$ cat src/rtl/mybul_app_pkg.sv
// Shared game definitions: direction encodings, park coordinate and the
// bullet state encoding used by the bullet and tank blocks.
package mybul_app_pkg;

  typedef enum logic [1:0] {
    DIR_UP    = 2'b00,
    DIR_DOWN  = 2'b01,
    DIR_LEFT  = 2'b10,
    DIR_RIGHT = 2'b11
  } dir_e;

  typedef enum logic [1:0] {
    ST_IDLE = 2'b00,
    ST_FLY  = 2'b01,
    ST_COOL = 2'b10
  } game_state_e;

  localparam logic [4:0] PARK_POS = 5'd31;

endpackage

$ cat src/rtl/mybul_app_grid_step.sv
// One-cell move of a grid position in a given direction, with an
// out-of-field flag computed before any 5-bit wrap can be seen.
module grid_step
  import mybul_app_pkg::*;
#(
  parameter int X_MAX = 15,
  parameter int Y_MAX = 19
) (
  input  logic [4:0] pos_x,
  input  logic [4:0] pos_y,
  input  logic [1:0] dir,
  output logic [4:0] nxt_x,
  output logic [4:0] nxt_y,
  output logic       oof
);

  localparam logic [5:0] X_LIM = 6'(X_MAX);
  localparam logic [5:0] Y_LIM = 6'(Y_MAX);

  logic [5:0] inc_x_s;
  logic [5:0] inc_y_s;

  assign inc_x_s = {1'b0, pos_x} + 6'd1;
  assign inc_y_s = {1'b0, pos_y} + 6'd1;

  // Next cell and bounds: increments checked on the 6-bit sum, decrements on borrow.
  always_comb begin
    nxt_x = pos_x;
    nxt_y = pos_y;
    oof   = 1'b0;
    case (dir)
      DIR_UP: begin
        nxt_y = inc_y_s[4:0];
        oof   = (inc_y_s > Y_LIM);
      end
      DIR_DOWN: begin
        nxt_y = pos_y - 5'd1;
        oof   = (pos_y == 5'd0);
      end
      DIR_LEFT: begin
        nxt_x = inc_x_s[4:0];
        oof   = (inc_x_s > X_LIM);
      end
      DIR_RIGHT: begin
        nxt_x = pos_x - 5'd1;
        oof   = (pos_x == 5'd0);
      end
      default: begin
        oof = 1'b1;
      end
    endcase
  end

endmodule

$ cat src/rtl/mybul_app.sv
// Single tank bullet: launches on a shot edge, advances on step ticks,
// ends on field exit or hit, then waits out a cooldown before rearming.
module mybul_app
  import mybul_app_pkg::*;
#(
  parameter int FIELD_X_MAX    = 15,
  parameter int FIELD_Y_MAX    = 19,
  parameter int COOLDOWN_TICKS = 2
) (
  input  logic       clk,
  input  logic       rst,
  input  logic       step_tick,
  input  logic       bul_en,
  input  logic       bul_sht,
  input  logic [1:0] tank_dir,
  input  logic [4:0] tank_x,
  input  logic [4:0] tank_y,
  input  logic       hit_in,
  output logic [4:0] bul_x,
  output logic [4:0] bul_y,
  output logic       bul_active,
  output logic [1:0] bul_dir,
  output logic       bul_fired
);

  localparam int CNT_W = (COOLDOWN_TICKS < 1) ? 1 : $clog2(COOLDOWN_TICKS + 1);
  localparam logic [CNT_W-1:0] CNT_LOAD = CNT_W'(COOLDOWN_TICKS);
  localparam logic [CNT_W-1:0] CNT_ZERO = {CNT_W{1'b0}};
  localparam logic [CNT_W-1:0] CNT_ONE  = CNT_W'(1);

  game_state_e state_r, state_nxt_s;
  logic [4:0]       bul_x_r, bul_x_nxt_s;
  logic [4:0]       bul_y_r, bul_y_nxt_s;
  logic [1:0]       bul_dir_r, bul_dir_nxt_s;
  logic             bul_active_r, bul_active_nxt_s;
  logic             bul_fired_r, bul_fired_nxt_s;
  logic [CNT_W-1:0] cnt_r, cnt_nxt_s;
  logic             sht_q_r;

  logic             shot_req_s;
  logic [4:0]       step_in_x_s, step_in_y_s;
  logic [1:0]       step_in_dir_s;
  logic [4:0]       step_x_s, step_y_s;
  logic             step_oof_s;

  assign shot_req_s = bul_sht & ~sht_q_r;

  // One stepper serves both spawn (from the tank) and flight (from the bullet).
  always_comb begin
    step_in_x_s   = tank_x;
    step_in_y_s   = tank_y;
    step_in_dir_s = tank_dir;
    if (state_r == ST_FLY) begin
      step_in_x_s   = bul_x_r;
      step_in_y_s   = bul_y_r;
      step_in_dir_s = bul_dir_r;
    end else begin
      step_in_x_s   = tank_x;
      step_in_y_s   = tank_y;
      step_in_dir_s = tank_dir;
    end
  end

  grid_step #(
    .X_MAX (FIELD_X_MAX),
    .Y_MAX (FIELD_Y_MAX)
  ) u_grid_step (
    .pos_x (step_in_x_s),
    .pos_y (step_in_y_s),
    .dir   (step_in_dir_s),
    .nxt_x (step_x_s),
    .nxt_y (step_y_s),
    .oof   (step_oof_s)
  );

  // Next-state and next-output logic; every path ending a flight parks the bullet.
  always_comb begin
    state_nxt_s      = state_r;
    bul_x_nxt_s      = bul_x_r;
    bul_y_nxt_s      = bul_y_r;
    bul_dir_nxt_s    = bul_dir_r;
    bul_active_nxt_s = bul_active_r;
    bul_fired_nxt_s  = 1'b0;
    cnt_nxt_s        = cnt_r;
    if (!bul_en) begin
      state_nxt_s      = ST_IDLE;
      bul_x_nxt_s      = PARK_POS;
      bul_y_nxt_s      = PARK_POS;
      bul_active_nxt_s = 1'b0;
      cnt_nxt_s        = CNT_ZERO;
    end else begin
      case (state_r)
        ST_IDLE: begin
          if (shot_req_s && !step_oof_s) begin
            state_nxt_s      = ST_FLY;
            bul_x_nxt_s      = step_x_s;
            bul_y_nxt_s      = step_y_s;
            bul_dir_nxt_s    = tank_dir;
            bul_active_nxt_s = 1'b1;
            bul_fired_nxt_s  = 1'b1;
          end else begin
            state_nxt_s = ST_IDLE;
          end
        end
        ST_FLY: begin
          // A hit outranks a coincident tick: the bullet never moves past a target.
          if (hit_in || (step_tick && step_oof_s)) begin
            state_nxt_s      = ST_COOL;
            bul_x_nxt_s      = PARK_POS;
            bul_y_nxt_s      = PARK_POS;
            bul_active_nxt_s = 1'b0;
            cnt_nxt_s        = CNT_LOAD;
          end else if (step_tick) begin
            bul_x_nxt_s = step_x_s;
            bul_y_nxt_s = step_y_s;
          end else begin
            state_nxt_s = ST_FLY;
          end
        end
        ST_COOL: begin
          if (cnt_r == CNT_ZERO) begin
            state_nxt_s = ST_IDLE;
          end else if (step_tick) begin
            cnt_nxt_s = cnt_r - CNT_ONE;
          end else begin
            state_nxt_s = ST_COOL;
          end
        end
        default: begin
          state_nxt_s      = ST_IDLE;
          bul_x_nxt_s      = PARK_POS;
          bul_y_nxt_s      = PARK_POS;
          bul_active_nxt_s = 1'b0;
          cnt_nxt_s        = CNT_ZERO;
        end
      endcase
    end
  end

  // State and output registers with synchronous reset.
  always_ff @(posedge clk) begin
    if (rst) begin
      state_r      <= ST_IDLE;
      bul_x_r      <= PARK_POS;
      bul_y_r      <= PARK_POS;
      bul_dir_r    <= 2'b00;
      bul_active_r <= 1'b0;
      bul_fired_r  <= 1'b0;
      cnt_r        <= CNT_ZERO;
      sht_q_r      <= 1'b0;
    end else begin
      state_r      <= state_nxt_s;
      bul_x_r      <= bul_x_nxt_s;
      bul_y_r      <= bul_y_nxt_s;
      bul_dir_r    <= bul_dir_nxt_s;
      bul_active_r <= bul_active_nxt_s;
      bul_fired_r  <= bul_fired_nxt_s;
      cnt_r        <= cnt_nxt_s;
      sht_q_r      <= bul_sht;
    end
  end

  assign bul_x      = bul_x_r;
  assign bul_y      = bul_y_r;
  assign bul_active = bul_active_r;
  assign bul_dir    = bul_dir_r;
  assign bul_fired  = bul_fired_r;

endmodule

$ cat config.mk
export PLATFORM = sky130hd
export DESIGN_NAME = mybul_app
export DESIGN_NICKNAME = d
export VERILOG_FILES = /design/src/rtl/mybul_app_pkg.sv /design/src/rtl/mybul_app_grid_step.sv /design/src/rtl/mybul_app.sv
export SDC_FILE = /design/constraint.sdc
export NUM_CORES = 1
export LEC_CHECK = 0
export ABC_AREA = 1
export CORE_MARGIN = 3
export CORE_UTILIZATION = 54
export CTS_BUF_LIST = sky130_fd_sc_hd__clkbuf_8
export DETAILED_ROUTE_END_ITERATION = 7
export HOLD_SLACK_MARGIN = 0.1
export PLACE_DENSITY = 0.88
export SYNTH_ARGS = -nofsm -noshare
export SYNTH_HDL_FRONTEND = slang
export SYNTH_SLANG_ARGS = --single-unit
$ cat constraint.sdc
create_clock -name clk -period 2.9 [get_ports clk]
set_input_delay 0.725 -clock clk [delete_from_list [all_inputs] [get_ports clk]]
set_output_delay 0.725 -clock clk [all_outputs]
set_load 0.02 [all_outputs]
==> results.md <==
- Root buf cell: clkbuf_8
- Fin. Hold Viols: 0
- RePlAce Congestion: 0.908
- Post-Syn Area: around 0.0017 mm2
- Mapped Nets: 298
- I/O Buffers: 31
- Initial DRC count: 130
- DRC violations left: 0
- DR pass1 iterations: 4
- Max-slew violation total from the final report: 0
- # setup viols final: 0
- Setup TNS: 0 ps
- Ratio of final minimum period to clock period: around nine tenths
- Crit. End Element: flip-flop
- Number of antenna diodes: 0
- Top achievable clock speed: roughly 0.38 GHz
- Cts bufs inserted: 3
- Clock latency on the worst-skew pair: 260 ps
- Max Cap Viol: 0
- Post-DRT Antenna Nets: 0
- Row cnt: 19
- # IOs: 32
- # Post-CTS Setup Buffers: 0
- Die width: 62.0 um
- Syn avg cell area: 6.27 um2
- First-pass GRT wire length: 6910 um
- Critical path launch point type: primary input
- Ranking of synthesized cells by area: dfxtp_1, nand2_1, nand3_1, ha_1, inv_1
- Die Y: 62.0 um
- Worst r2r src: state_r[1]$_SDFFE_PP0P_
- Yosys warnings: 0
- Min-delay src: bul_active$_SDFFE_PP0P_
- Data required, critical path: 3100 ps
- Gr usage total: 23.1%
- Prevailing post-synth register cell: dfxtp_1
- Class of the most critical setup path: primary input to flip-flop
- P&R area growth vs syn: 25.3%
- Buffers & Inverters on Critical Path: 4
- Crit-path max FO: 11
- Vias in the first global route: approximately 1700
- Peak VDD IR: 0.356 mV
- RSZ-0062 raised after global routing: no
- Number of synthesized flops with an enable pin: 0
- Total congestion overflow: 0
- Initial antenna violation count: 0
- Seq/Total Area, Yosys: 22.5%
- CTS Buffer Depth: 2
- Min-Delay Path Class: flip-flop to flip-flop
- Most frequent CP cell: nand2_2
- NumNets Final: 336
- CP cell instances: clkdlybuf4s50_1 -> inv_1 -> o21ai_1 -> inv_1 -> ha_1 -> nand3_1 -> nor2_1 -> nand3_1 -> nand2_1 -> nand2_1 -> nand2_2 -> nand2_2 -> nand2_2 -> nand2_2 -> nand3b_4 -> inv_2 -> nand2_1 -> nand3_1
- Slew headroom: 78.7%
- Post-synth top area share: 22.5%
- Most frequent cell after synthesis: nand2_1
- Arrival @ worst endpoint: 2830 ps
- Layout cells sized above 1: 14.0%
- Fin Clk Skew: roughly 7 ps
- Pwr Density: 364 mW/mm2
- HPWL after DPL: 3170 um
- Distinct cells, synth: 30
- Wire per inst: 12.1 um
- Largest net degree at the start of global routing: 16
- CP delay by family, top: simple AND/OR/NAND/NOR gates
- Starting Density: 58.8%
- Status: finished clean
- Slowest stage delay, CP: 450 ps
- CTS tree: yes
- Worst path slowest cell: clkdlybuf4s50_1
- Die ar.: 0.00384 mm2
- Fillers: 239
- Routed WL: 4220 um
- Hold-fix buffers at CTS: 0
- CTS sink cnt: 19
- Cell area after layout: 0.00212 mm2
- Mapped Cells: 270
- H-Tree Depth: 1
- Core Area: about 0.0029 mm2
- Synthesized flop and latch total: 19
- Shortest period the worst path allows: 2640 ps
- Leading area contributor after synthesis: dfxtp_1
- LEAKAGE: 0.00103 uW
- Post-synth ARST share: 0%
- Post-CTS Resized: 0
- Worst Tran Pin Value: roughly 320 ps
- Synth cell count leaders: nand2_1, nand3_1, inv_1
- Launch point of the worst path: tank_x[1]
- Placed instance area: just over 0.002 mm2
- DR vias: 1816
- CTS clock-pin slew for the worst setup and hold paths: 80 ps
- Vias per cell: 5.20
==> cell type report <==
type,count,area [um2],share of cell area [%]
multi-input combinational,209,1130,53.4
clock inverter,1,5.00,0.236
sequential,19,380,17.9
timing repair buffer,40,378,17.8
inverter,35,131,6.20
tap,42,52.6,2.48
clock buffer,3,41.3,1.95
==> logic make-up (layout without fill, tap and decap cells) <==
| group | count (synthesis) | in the layout | synth area share [%] |
|---|---|---|---|
| fa+ha+maj | 10 | 10 | 7.40 |
| buf+inv | 42 | 79 | 11.5 |
| xor+xnor | 4 | 4 | 2.07 |
| flops | 19 | 19 | 22.5 |
| simple gates | 161 | 161 | 43.8 |
| compound gates | 34 | 34 | 12.7 |
==> layer usage <==
layer	global-route usage (%)	wire, um
met4	6.06	48
met1	29.4	1860
met5	0	0
met2	39.6	2070
met3	4.75	243
==> path summary, 6_finish.rpt <==
kind | end | slack [ps] | depth (start not counted)
max | bul_x[2]$_SDFFE_PP1P_ | 260 | 18
min | bul_active$_SDFFE_PP0P_ | 450 | 2
max reg2reg | bul_x[2]$_SDFFE_PP1P_ | 300 | 20
min reg2reg | bul_active$_SDFFE_PP0P_ | 450 | 2
==> state kept, by name (all words and copies together) (netlist names) <==
register,count
cnt_r,2
bul_fired,1
bul_y,5
bul_active,1
state_r,2
bul_dir,2
sht_q_r,1
bul_x,5
==> cell usage in the layout (no fill, tap or decap) <==
| cell | count |
|---|---|
| nand2_1 | 89 |
| nand3_1 | 32 |
| clkdlybuf4s50_1 | 31 |
| inv_1 | 29 |
| dfxtp_1 | 19 |
| nor2_1 | 18 |
| a21oi_1 | 13 |
| nand2_2 | 10 |
| ha_1 | 9 |
| buf_4 | 9 |
| o21ai_0 | 8 |
| inv_2 | 6 |
| o21ai_2 | 4 |
| nand4_1 | 4 |
| nand3_2 | 4 |
| clkbuf_8 | 3 |
| xnor2_1 | 2 |
| xor2_1 | 2 |
| o22ai_1 | 2 |
| o21ai_1 | 1 |
| a21boi_4 | 1 |
| nand2_4 | 1 |
| nand3_4 | 1 |
| a21oi_2 | 1 |
| nor3_1 | 1 |
| nand3b_4 | 1 |
| o221ai_1 | 1 |
| a31oi_1 | 1 |
| o211ai_1 | 1 |
| o21a_1 | 1 |
| ha_4 | 1 |
| clkinv_2 | 1 |
==> per-stage QoR <==
step	total power [uW]	instances	setup slack, ps	hold WS [ps]	utilization [%]
floorplan	496	270	563	452	-
global placement	579	345	58.1	429	71.6
detailed placement	584	345	-7.02	438	71.6
CTS	771	349	48.3	450	73.2
global route	817	349	6.76	487	73.7
finish	771	349	264	447	73.7
==> where the power goes <==
group / switching [uW] / internal, uW
clock: 90.5 / 95.6
sequential: 11.0 / 274
combinational: 175 / 125
==> worst register-to-register path: stages (launching register included) <==
cell and delay (ps):
dfxtp_1 370, inv_1 120, ha_4 230, buf_4 170, nand2_1 70, nand2_2 100, inv_1 110, ha_1 180
nand2_1 60, nor2_1 120, nand2_1 60, nand2_1 70, nand2_1 60, nand2_2 80, nand2_2 70, nand2_2 90
nand2_2 80, nand3b_4 160, inv_2 110, nand2_1 90, nand3_1 70
Note: power is estimated with default switching activity, not from simulation.
